==> config.mk <==
export PLATFORM = sky130hd
export DESIGN_NAME = bkram_sd_ctrl_flat
export DESIGN_NICKNAME = d
export VERILOG_FILES = /design/src/rtl/bkram_sd_ctrl_if.sv /design/src/rtl/bkram_sd_ctrl.sv /design/src/flat_wrapper.sv
export SDC_FILE = /design/constraint.sdc
export NUM_CORES = 1
export LEC_CHECK = 0
export BUFFER_PORTS_ARGS = -buffer_cell sky130_fd_sc_hd__buf_2
export CORE_ASPECT_RATIO = 0.75
export CORE_MARGIN = 8
export CORE_UTILIZATION = 55
export DETAILED_ROUTE_END_ITERATION = 16
export PLACE_DENSITY = 0.78
export SKIP_CTS_REPAIR_TIMING = 1
export SLEW_MARGIN = 20
export SYNTH_ARGS = -nofsm -noshare
export SYNTH_HDL_FRONTEND = slang
export SYNTH_SLANG_ARGS = --single-unit
==> constraint.sdc <==
create_clock -name clk_sys -period 7.5 [get_ports clk_sys]
set_input_delay 0 -clock clk_sys [delete_from_list [all_inputs] [get_ports clk_sys]]
set_output_delay 0 -clock clk_sys [all_outputs]
set_load 0.05 [all_outputs]
==> src/rtl/bkram_sd_ctrl_if.sv <==
`default_nettype none
// ---------------------------------------------------------------------------
// bkram_sd_ctrl_if : request/status and sector-handshake bundle of the BSRAM
//                    save-image sequencer.  Rev 1.0
// ---------------------------------------------------------------------------
interface bkram_sd_ctrl_if #(
  parameter int LBA_W = 32
);
  logic [23:0]      ram_mask;
  logic             enable;
  logic             load_req;
  logic             save_req;
  logic             autoload;
  logic             autosave_en;
  logic             dirty_wr;
  logic             sd_ack;
  logic [LBA_W-1:0] sd_lba;
  logic             sd_rd;
  logic             sd_wr;
  logic             loading;
  logic             busy;
  logic             dirty;
  logic             done;
  logic             error;

  modport master (
    input  ram_mask, enable, load_req, save_req, autoload, autosave_en,
           dirty_wr, sd_ack,
    output sd_lba, sd_rd, sd_wr, loading, busy, dirty, done, error
  );

  modport slave (
    output ram_mask, enable, load_req, save_req, autoload, autosave_en,
           dirty_wr, sd_ack,
    input  sd_lba, sd_rd, sd_wr, loading, busy, dirty, done, error
  );
endinterface
`default_nettype wire

==> src/rtl/bkram_sd_ctrl.sv <==
`default_nettype none
// ---------------------------------------------------------------------------
// bkram_sd_ctrl : moves backup RAM to/from the save image sector by sector,
//                 with ack timeout, dirty tracking, autosave and autoload.
// Rev 1.0
// ---------------------------------------------------------------------------
module bkram_sd_ctrl #(
  parameter int LBA_W         = 32,
  parameter int SECTOR_BITS   = 9,
  parameter int MAX_SECT_BITS = 7,
  parameter int ACK_TIMEOUT   = 50000000,
  parameter int AUTOSAVE_IDLE = 100000000
) (
  input  logic            clk_sys,
  input  logic            reset,
  bkram_sd_ctrl_if.master bus
);

  localparam int MASK_W = 24 - SECTOR_BITS;
  localparam int TO_W   = (ACK_TIMEOUT > 1) ? $clog2(ACK_TIMEOUT + 1) : 1;
  localparam int ID_W   = (AUTOSAVE_IDLE > 1) ? $clog2(AUTOSAVE_IDLE + 1) : 1;
  localparam logic [MASK_W-1:0] LAST_CAP = MASK_W'((1 << MAX_SECT_BITS) - 1);

  typedef enum logic [1:0] {
    S_IDLE     = 2'd0,
    S_WAIT_ACK = 2'd1,
    S_XFER     = 2'd2,
    S_DONE     = 2'd3
  } state_t;

  state_t                   state_q, state_d;
  logic [MAX_SECT_BITS-1:0] lba_q, lba_d;
  logic [MAX_SECT_BITS-1:0] last_q, last_d;
  logic                     rd_q, rd_d;
  logic                     wr_q, wr_d;
  logic                     loading_q, loading_d;
  logic                     busy_q, busy_d;
  logic                     dirty_q, dirty_d;
  logic                     done_q, done_d;
  logic                     error_q, error_d;
  logic                     is_load_q, is_load_d;
  logic [TO_W-1:0]          to_cnt_q, to_cnt_d;
  logic [ID_W-1:0]          idle_cnt_q, idle_cnt_d;
  logic                     old_load_q, old_save_q, old_ack_q;

  logic [MASK_W-1:0]        mask_sect;
  logic [MAX_SECT_BITS-1:0] last_calc;
  logic [TO_W-1:0]          to_inc;
  logic                     start_ok, start_load, start_save;
  logic                     load_edge, save_edge, autosave_due;
  logic                     ack_rise, ack_fall, timeout_hit;

  assign mask_sect = bus.ram_mask[23:SECTOR_BITS];
  assign last_calc = (mask_sect > LAST_CAP) ? MAX_SECT_BITS'(LAST_CAP)
                                            : MAX_SECT_BITS'(mask_sect);

  assign start_ok     = bus.enable && (|bus.ram_mask);
  assign load_edge    = bus.load_req && !old_load_q;
  assign save_edge    = bus.save_req && !old_save_q;
  assign autosave_due = bus.autosave_en && dirty_q
                        && (idle_cnt_q == ID_W'(AUTOSAVE_IDLE));
  assign start_load   = start_ok && (bus.autoload || load_edge);
  assign start_save   = start_ok && !start_load && (save_edge || autosave_due);

  assign ack_rise     = bus.sd_ack && !old_ack_q;
  assign ack_fall     = !bus.sd_ack && old_ack_q;
  assign to_inc       = to_cnt_q + 1'b1;
  assign timeout_hit  = (ACK_TIMEOUT != 0) && (to_inc == TO_W'(ACK_TIMEOUT));

  always_comb begin
    state_d    = state_q;
    lba_d      = lba_q;
    last_d     = last_q;
    rd_d       = rd_q;
    wr_d       = wr_q;
    loading_d  = loading_q;
    busy_d     = busy_q;
    dirty_d    = dirty_q;
    done_d     = 1'b0;
    error_d    = error_q;
    is_load_d  = is_load_q;
    to_cnt_d   = to_cnt_q;
    idle_cnt_d = idle_cnt_q;

    case (state_q)
      S_IDLE: begin
        if (start_load || start_save) begin
          lba_d     = '0;
          last_d    = last_calc;
          busy_d    = 1'b1;
          error_d   = 1'b0;
          is_load_d = start_load;
          to_cnt_d  = '0;
          state_d   = S_WAIT_ACK;
          if (start_load) begin
            loading_d = 1'b1;
            rd_d      = 1'b1;
          end else begin
            wr_d      = 1'b1;
            dirty_d   = 1'b0;
          end
        end
      end
      S_WAIT_ACK: begin
        if (ack_rise) begin
          rd_d    = 1'b0;
          wr_d    = 1'b0;
          state_d = S_XFER;
        end else if (timeout_hit) begin
          rd_d      = 1'b0;
          wr_d      = 1'b0;
          busy_d    = 1'b0;
          loading_d = 1'b0;
          error_d   = 1'b1;
          // An aborted save leaves the image stale, so the data is still unsaved
          if (!is_load_q) dirty_d = 1'b1;
          state_d   = S_IDLE;
        end else if (ACK_TIMEOUT != 0) begin
          to_cnt_d = to_inc;
        end
      end
      S_XFER: begin
        if (ack_fall) begin
          if (lba_q >= last_q) begin
            state_d = S_DONE;
          end else begin
            lba_d    = lba_q + 1'b1;
            rd_d     = is_load_q;
            wr_d     = !is_load_q;
            to_cnt_d = '0;
            state_d  = S_WAIT_ACK;
          end
        end
      end
      S_DONE: begin
        done_d    = 1'b1;
        busy_d    = 1'b0;
        loading_d = 1'b0;
        if (is_load_q) dirty_d = 1'b0;
        state_d   = S_IDLE;
      end
      default: state_d = S_IDLE;
    endcase

    // Core writes are ignored while a load holds the core in reset; otherwise set wins
    if (bus.dirty_wr && !loading_q) dirty_d = 1'b1;

    if (bus.dirty_wr || busy_q)
      idle_cnt_d = '0;
    else if (idle_cnt_q != ID_W'(AUTOSAVE_IDLE))
      idle_cnt_d = idle_cnt_q + 1'b1;
  end

  always_ff @(posedge clk_sys) begin
    if (!reset) begin
      state_q    <= S_IDLE;
      lba_q      <= '0;
      last_q     <= '0;
      rd_q       <= 1'b0;
      wr_q       <= 1'b0;
      loading_q  <= 1'b0;
      busy_q     <= 1'b0;
      dirty_q    <= 1'b0;
      done_q     <= 1'b0;
      error_q    <= 1'b0;
      is_load_q  <= 1'b0;
      to_cnt_q   <= '0;
      idle_cnt_q <= '0;
    end else begin
      state_q    <= state_d;
      lba_q      <= lba_d;
      last_q     <= last_d;
      rd_q       <= rd_d;
      wr_q       <= wr_d;
      loading_q  <= loading_d;
      busy_q     <= busy_d;
      dirty_q    <= dirty_d;
      done_q     <= done_d;
      error_q    <= error_d;
      is_load_q  <= is_load_d;
      to_cnt_q   <= to_cnt_d;
      idle_cnt_q <= idle_cnt_d;
    end
    // Edge detectors track the inputs even in reset so release never fires a request
    old_load_q <= bus.load_req;
    old_save_q <= bus.save_req;
    old_ack_q  <= bus.sd_ack;
  end

  assign bus.sd_lba  = LBA_W'(lba_q);
  assign bus.sd_rd   = rd_q & reset;
  assign bus.sd_wr   = wr_q & reset;
  assign bus.loading = loading_q;
  assign bus.busy    = busy_q;
  assign bus.dirty   = dirty_q;
  assign bus.done    = done_q;
  assign bus.error   = error_q;

endmodule
`default_nettype wire

==> src/flat_wrapper.sv <==
// flat-port wrapper written by rule: the top's interface ports become plain ports
module bkram_sd_ctrl_flat 
#(
  parameter int LBA_W         = 32,
  parameter int SECTOR_BITS   = 9,
  parameter int MAX_SECT_BITS = 7,
  parameter int ACK_TIMEOUT   = 50000000,
  parameter int AUTOSAVE_IDLE = 100000000
)
  (clk_sys, reset, bus_ram_mask, bus_enable, bus_load_req, bus_save_req, bus_autoload, bus_autosave_en, bus_dirty_wr, bus_sd_ack, bus_sd_lba, bus_sd_rd, bus_sd_wr, bus_loading, bus_busy, bus_dirty, bus_done, bus_error);
  bkram_sd_ctrl_if #(.LBA_W(LBA_W)) bus_i ();
  input  logic clk_sys;
  input  logic reset;
  input wire logic [$bits(bus_i.ram_mask)-1:0] bus_ram_mask;
  input wire logic [$bits(bus_i.enable)-1:0] bus_enable;
  input wire logic [$bits(bus_i.load_req)-1:0] bus_load_req;
  input wire logic [$bits(bus_i.save_req)-1:0] bus_save_req;
  input wire logic [$bits(bus_i.autoload)-1:0] bus_autoload;
  input wire logic [$bits(bus_i.autosave_en)-1:0] bus_autosave_en;
  input wire logic [$bits(bus_i.dirty_wr)-1:0] bus_dirty_wr;
  input wire logic [$bits(bus_i.sd_ack)-1:0] bus_sd_ack;
  output wire logic [$bits(bus_i.sd_lba)-1:0] bus_sd_lba;
  output wire logic [$bits(bus_i.sd_rd)-1:0] bus_sd_rd;
  output wire logic [$bits(bus_i.sd_wr)-1:0] bus_sd_wr;
  output wire logic [$bits(bus_i.loading)-1:0] bus_loading;
  output wire logic [$bits(bus_i.busy)-1:0] bus_busy;
  output wire logic [$bits(bus_i.dirty)-1:0] bus_dirty;
  output wire logic [$bits(bus_i.done)-1:0] bus_done;
  output wire logic [$bits(bus_i.error)-1:0] bus_error;
  assign bus_i.ram_mask = bus_ram_mask;
  assign bus_i.enable = bus_enable;
  assign bus_i.load_req = bus_load_req;
  assign bus_i.save_req = bus_save_req;
  assign bus_i.autoload = bus_autoload;
  assign bus_i.autosave_en = bus_autosave_en;
  assign bus_i.dirty_wr = bus_dirty_wr;
  assign bus_i.sd_ack = bus_sd_ack;
  assign bus_sd_lba = bus_i.sd_lba;
  assign bus_sd_rd = bus_i.sd_rd;
  assign bus_sd_wr = bus_i.sd_wr;
  assign bus_loading = bus_i.loading;
  assign bus_busy = bus_i.busy;
  assign bus_dirty = bus_i.dirty;
  assign bus_done = bus_i.done;
  assign bus_error = bus_i.error;
  bkram_sd_ctrl #(.LBA_W(LBA_W), .SECTOR_BITS(SECTOR_BITS), .MAX_SECT_BITS(MAX_SECT_BITS), .ACK_TIMEOUT(ACK_TIMEOUT), .AUTOSAVE_IDLE(AUTOSAVE_IDLE)) u_core (.clk_sys(clk_sys), .reset(reset), .bus(bus_i));
endmodule
# [Yosys cells after proc, flatten, opt, wreduce, memory -nomap -nowiden]
# Index checks and enable logic that the tools add are counted.
# W data, S select, Z words.
[word_totals] regBits=80 out_inout_bits=39 elab_cells=131
[classes] add_sub_neg=3 n_lt_le_gt_ge=2 eq_ne=21 muxes=46 bitwise_logic=3 reduce_logical=40
[ops] op="$mux W26" count=5
[ops] op="$pmux W26 S3" count=1
[ops] op="$mux W7" count=4
[ops] op="$add A27 B1 Y27 const B" count=1
[ops] op="$eq A27 B27 Y1 const B" count=1
[ops] op="$ne A27 B27 Y1 const B" count=1
[ops] op="$add A26 B1 Y26 const B" count=1
[ops] op="$eq A26 B26 Y1 const B" count=1
[ops] op="$reduce_or A24 Y1" count=1
[ops] op="$mux W1" count=23
[ops] op="$reduce_and A6 Y1" count=3
[ops] op="$gt A15 B7 Y1 const B" count=1
[ops] op="$pmux W1 S3" count=5
[ops] op="$pmux W7 S2" count=1
[ops] op="$ne A3 B1 Y1 const B" count=4
[ops] op="$reduce_and A4 Y1" count=3
[ops] op="$logic_and A1 B1 Y1" count=11
[ops] op="$mux W2" count=5
[ops] op="$ne A3 B3 Y1 const B" count=3
[ops] op="$ne A2 B1 Y1 const B" count=4
[ops] op="$ne A2 B2 Y1 const B" count=4
[ops] op="$pmux W2 S4" count=1
[ops] op="$add A7 B1 Y7 const B" count=1
[ops] op="$ge A7 B7 Y1" count=1
[ops] op="16 further kinds" count=29

# [Logic depth before layout (Yosys ltp)]
[depth] depth_word=11 depth_mapped=12 mapped_depth_nobuf=10

# [Worst setup path before layout]
# Ideal clock, no wire load.
[synth_timing] path_type="register to register" start="register u_core.to_cnt_q[0]" end="register u_core.to_cnt_q[1]" setup_time_ns=0.117 t_arrival_ns=2.869 path_slack_ns=4.514 path_stages_with_launch=12 cell_sequence="dfxtp_1 -> ha_1 -> and3_1 -> clkbuf_1 -> nand3_1 -> nor3_1 -> mux2i_1 -> a22oi_1 -> or4_1 -> buf_2 -> buf_6 -> a32o_1"
[synth_between] elab_chain_cells=4 elab_cells_between_ends=7 cone_classes="1 x add/sub; 2 x eq/ne; 3 x mux; 1 x reduce/logical"
[synth_rtl] item="start, declared" line_no="bkram_sd_ctrl.sv:42" text="logic [TO_W-1:0] to_cnt_q, to_cnt_d;"
[synth_rtl] item="start signal, assigned" line_no="bkram_sd_ctrl.sv:181" text="to_cnt_q <= to_cnt_d;"
[synth_rtl] item="$add A26 B1 Y26 *" line_no="bkram_sd_ctrl.sv:67" text="assign to_inc = to_cnt_q + 1'b1;"
[synth_rtl] item="$eq A26 B26 Y1 or $mux W26 (tied branches)" line_no="bkram_sd_ctrl.sv:68, bkram_sd_ctrl.sv:109"
[synth_rtl] item="$ne A2 B2 Y1 (no source line) or $mux W26 (tied branches)"
[synth_rtl] item="$reduce_and A6 Y1 (no source line) or $pmux W26 S3 (tied branches)"
# Every way passes the cells marked *; elsewhere a longest branch is shown, timed or not. The select of a mux whose other input is x is not followed.
# A chain may end at the register's enable or synchronous reset.

# [Worst setup path after layout]
[layout_timing] start="register u_core.to_cnt_q[0]" end="register u_core.to_cnt_q[12]"
# The elaborated chain is that of the path after synthesis.

==> metrics.md <==
| Metric | Value |
|---|---|
| Worst Setup SP | u_core.to_cnt_q[0] |
| Worst path top cell family by delay | simple AND/OR/NAND/NOR gates |
| Diode count | 0 |
| Clock Path Buffers | 2 |
| IO Pins | 72 |
| Placed Cells incl. Taps | 714 |
| Worst path max stage delay | 0.77 ns |
| Routed Wire Length | 12.0 mm |
| Worst path depth | 9 |
| Worst slew pin tran | 0.908 ns |
| Die Span Y | 95.9 um |
| GRT Overall Usage | 20.9% |
| Fillcell total | 726 |
| Synth Register Bits | 80 |
| Largest net degree at the start of global routing | 28 |
| R2r startpoint | u_core.to_cnt_q[0] |
| Proportion of layout cells with a drive suffix above 1 | 12.5% |
| RSZ-0062 raised after global routing | no |
| Port buffer count | 46 |
| Leakage power figure | 1.91 nW |
| CTS root buffer | clkbuf_16 |
| Max-cap viol count | 0 |
| Worst reg2reg setup slack | 3.86 ns |
| HP Class | input port to register |
| Avg Cell Area, Syn | 8.01 sq um |
| Max IR drop VDD | 0.108 mV |
| CP max FO | 16 |
| Initial DRC Count | 422 |
| CP max-delay cell | or4_1 |
| Fin. Hold Viols | 1 |
| Worst setup path endpoint | u_core.to_cnt_q[12] |
| Worst-case reg-to-reg path depth | 9 |
| Die W | 123 um |
| Worst path cell trace | ha_1 -> and3_1 -> nand3_1 -> nor3_1 -> mux2i_1 -> a22oi_1 -> or4_1 -> nand2_2 -> o221ai_1 |
| Synth Flop Type | dfxtp_1 |
| CTS tree | done |
| Beginning of the worst hold path | bus_dirty_wr |
| GR Overflow Total | 0 |
| Post-synth ARST share | 0% |
| Hold WS | -0.0387 ns |
| CTS sink count | 80 |
| Post-synth EDFFs | 0 |
| DRT Pass-1 Iters | 5 |
| Post-route ant nets | 0 |
| Min cycle time layout | 3.64 ns |
| Final std cells w/o fill | 739 |
| Core area | 8380 sq um |
| Initial core utilization | 55.9% |
| Total Nets Final | 671 |
| Syn Inst Count | 585 |
| Clock skew | 0.00920 ns |
| Crit path launch type | register |
| Row count | 29 |
| Vias in the first global route | 4145 |
| CTS H-tree depth | 3 |
| PD cells | 191 nW/um^2 |
| Crit share post-route | 48.5% |
| Wire per inst | 16.2 um |
| Critical path type | register to register |
| Die ar. | 11800 sq um |
| Wire length of the first global-routing pass | 19.9 mm |
| Initial antenna violation count | 0 |
| Synth warn | 0 |
| Crit end category | register |
| Status | finished, violations left |
| Residual DRC | 0 |
| Area Growth Syn to Fin | 11.5% |
| Syn Std Cell Area | 4690 sq um |
| HPWL after DPL | 8.85 mm |
| Via count | 4398 |
| Endpoints failing setup | 0 |
| Worst Path Required | 7.70 ns |
| Worst slew margin | 39.0% |
| Clock Latency Late Sink | 0.34 ns |
| Fmax | 275 MHz |
| GP Congestion | 0.953 |
| Worst path buffer plus inverter count | 0 |
| Worst R2R End | u_core.to_cnt_q[12] |
| Failing checks | hold timing |
| Setup TNS Final | 0 ns |
| Total CTS buffers | 9 |
| Sequential fraction of the synthesis area | 34.2% |
| Arrival time worst endpoint | 3.84 ns |
| DR vias/cell | 5.95 |
| CTS clock-pin slew for the worst setup and hold paths | 0.06 ns |
| Slew Viols, Final | 0 |
| Distinct cell type count after synthesis | 68 |
==> worst reg2reg max path, cell delays in order (launching register included) <==
cell,delay [ns]
dfxtp_1,0.48
ha_1,0.31
and3_1,0.32
nand3_1,0.25
nor3_1,0.49
mux2i_1,0.24
a22oi_1,0.16
or4_1,0.77
nand2_2,0.33
o221ai_1,0.16
==> metrics by stage <==
step	util (%)	power [mW]	setup slack (ns)	hold WS (ns)	instance area, sq um
CTS	61.2	0.993	3.91	-0.226	5130
floorplan	-	0.562	4.51	0.0277	4780
global placement	57.9	0.580	4.02	0.119	4850
detailed placement	57.9	0.583	3.94	0.121	4850
finish	62.3	0.995	3.86	-0.0387	5220
global route	62.3	1.03	3.53	0.0157	5220
==> registers in the layout (all words and copies together) (netlist names) <==
signal              flops
u_core.to_cnt_q        26
u_core.bus.done         1
u_core.old_ack_q        1
u_core.rd_q             1
u_core.idle_cnt_q      27
u_core.wr_q             1
u_core.last_q           7
u_core.lba_q            7
u_core.bus.loading      1
u_core.old_load_q       1
u_core.is_load_q        1
u_core.bus.dirty        1
u_core.old_save_q       1
u_core.state_q          2
u_core.bus.error        1
u_core.bus.busy         1
==> kinds of logic (layout without fill, tap and decap cells) <==
logic type / after synthesis / after routing / share of synthesized area, %
xor+xnor: 34 / 34 / 6.52
mux: 6 / 6 / 1.28
compound gates: 131 / 131 / 19.0
buf+inv: 71 / 93 / 8.06
fa+ha+maj: 12 / 12 / 3.20
flops: 80 / 80 / 34.2
other cells: 1 / 25 / 0.0800
simple gates: 250 / 250 / 27.7
==> synthesized netlist by cell type, drive strengths merged, types with 2 or more instances <==
| master | number | area [sq um] |
|---|---|---|
| o311a | 6 | 60.1 |
| and2 | 12 | 75.1 |
| nand4 | 17 | 106 |
| clkbuf | 16 | 62.6 |
| mux2i | 6 | 60.1 |
| buf | 34 | 236 |
| dfxtp | 80 | 1600 |
| a31oi | 17 | 106 |
| nor3b | 3 | 22.5 |
| o21ai | 28 | 140 |
| a21oi | 31 | 155 |
| nor4 | 15 | 106 |
| nand2b | 7 | 43.8 |
| a32o | 2 | 20.0 |
| nor4b | 3 | 26.3 |
| nor4bb | 2 | 20.0 |
| or3 | 6 | 42.5 |
| or4 | 6 | 52.6 |
| o311ai | 2 | 17.5 |
| nor2 | 61 | 229 |
| a2111o | 2 | 22.5 |
| a22oi | 2 | 15.0 |
| o21bai | 2 | 15.0 |
| nor3 | 15 | 75.1 |
| o211ai | 5 | 37.5 |
| o2111ai | 2 | 17.5 |
| inv | 20 | 75.1 |
| o2bb2ai | 3 | 26.3 |
| ha | 12 | 150 |
| o31ai | 8 | 60.1 |
| xnor2 | 13 | 121 |
| a21o | 7 | 52.6 |
| xor2 | 21 | 184 |
| and3 | 7 | 43.8 |
| a211o | 2 | 17.5 |
| nand2 | 54 | 205 |
| and4 | 6 | 52.6 |
| nand3 | 32 | 165 |
| o21a | 2 | 15.0 |
==> worst min path at each step <==
stage                     slack, ns                end  depth (start not counted)
after CTS                     -0.23  u_core.old_save_q                          1
after global placement         0.12  u_core.old_save_q                          1
after detailed placement       0.12  u_core.old_save_q                          1
after global routing           0.02   u_core.bus.dirty                          3
after floorplan                0.03   u_core.old_ack_q                          0
final                         -0.04   u_core.bus.dirty                          3
==> report_power, final <==
group          internal [mW]  switching [mW]
Clock                  0.227           0.188
Sequential             0.435         0.00914
Combinational         0.0381          0.0976
==> placed cells by master, fill, tap and decap left out, types with 5 or more instances in the layout <==
| cell | count |
|---|---|
| dfxtp_1 | 80 |
| nor2_1 | 61 |
| nand2_1 | 53 |
| buf_2 | 46 |
| nand3_1 | 31 |
| a21oi_1 | 30 |
| o21ai_0 | 26 |
| conb_1 | 25 |
| xor2_1 | 21 |
| inv_1 | 19 |
| nand4_1 | 17 |
| a31oi_1 | 17 |
| nor3_1 | 15 |
| nor4_1 | 13 |
| xnor2_1 | 12 |
| ha_1 | 12 |
| and2_1 | 11 |
| clkbuf_16 | 9 |
| dlygate4sd3_1 | 9 |
| o31ai_1 | 8 |
| a21o_1 | 7 |
| nand2b_1 | 7 |
| and3_1 | 7 |
| and4_1 | 6 |
| mux2i_1 | 6 |
| o311a_1 | 6 |
| o211ai_1 | 5 |
| or3_1 | 5 |
==> per-layer routing <==
metal  wire length (um)  up-vias  share of wire (%)  track usage [%]
met4                 85        0               0.71             4.45
li1                   -     2163                  -                -
met2               5310      176                 44             32.9
met5                  0        -                  0                0
met3               1050       12                8.7             6.39
met1               5540     2047                 46             27.8
==> cell type report <==
type	count	area [sq um]	share of cell area [%]
Clock inverter	7	55.1	1.05
Tap cell	108	135	2.59
Sequential cell	80	1600	30.7
Timing Repair Buffer	56	328	6.28
Inverter	21	78.8	1.51
Multi-Input combinational cell	458	2800	53.6
Clock buffer	9	225	4.31
No activity file was read; power rests on OpenSTA's default activity.
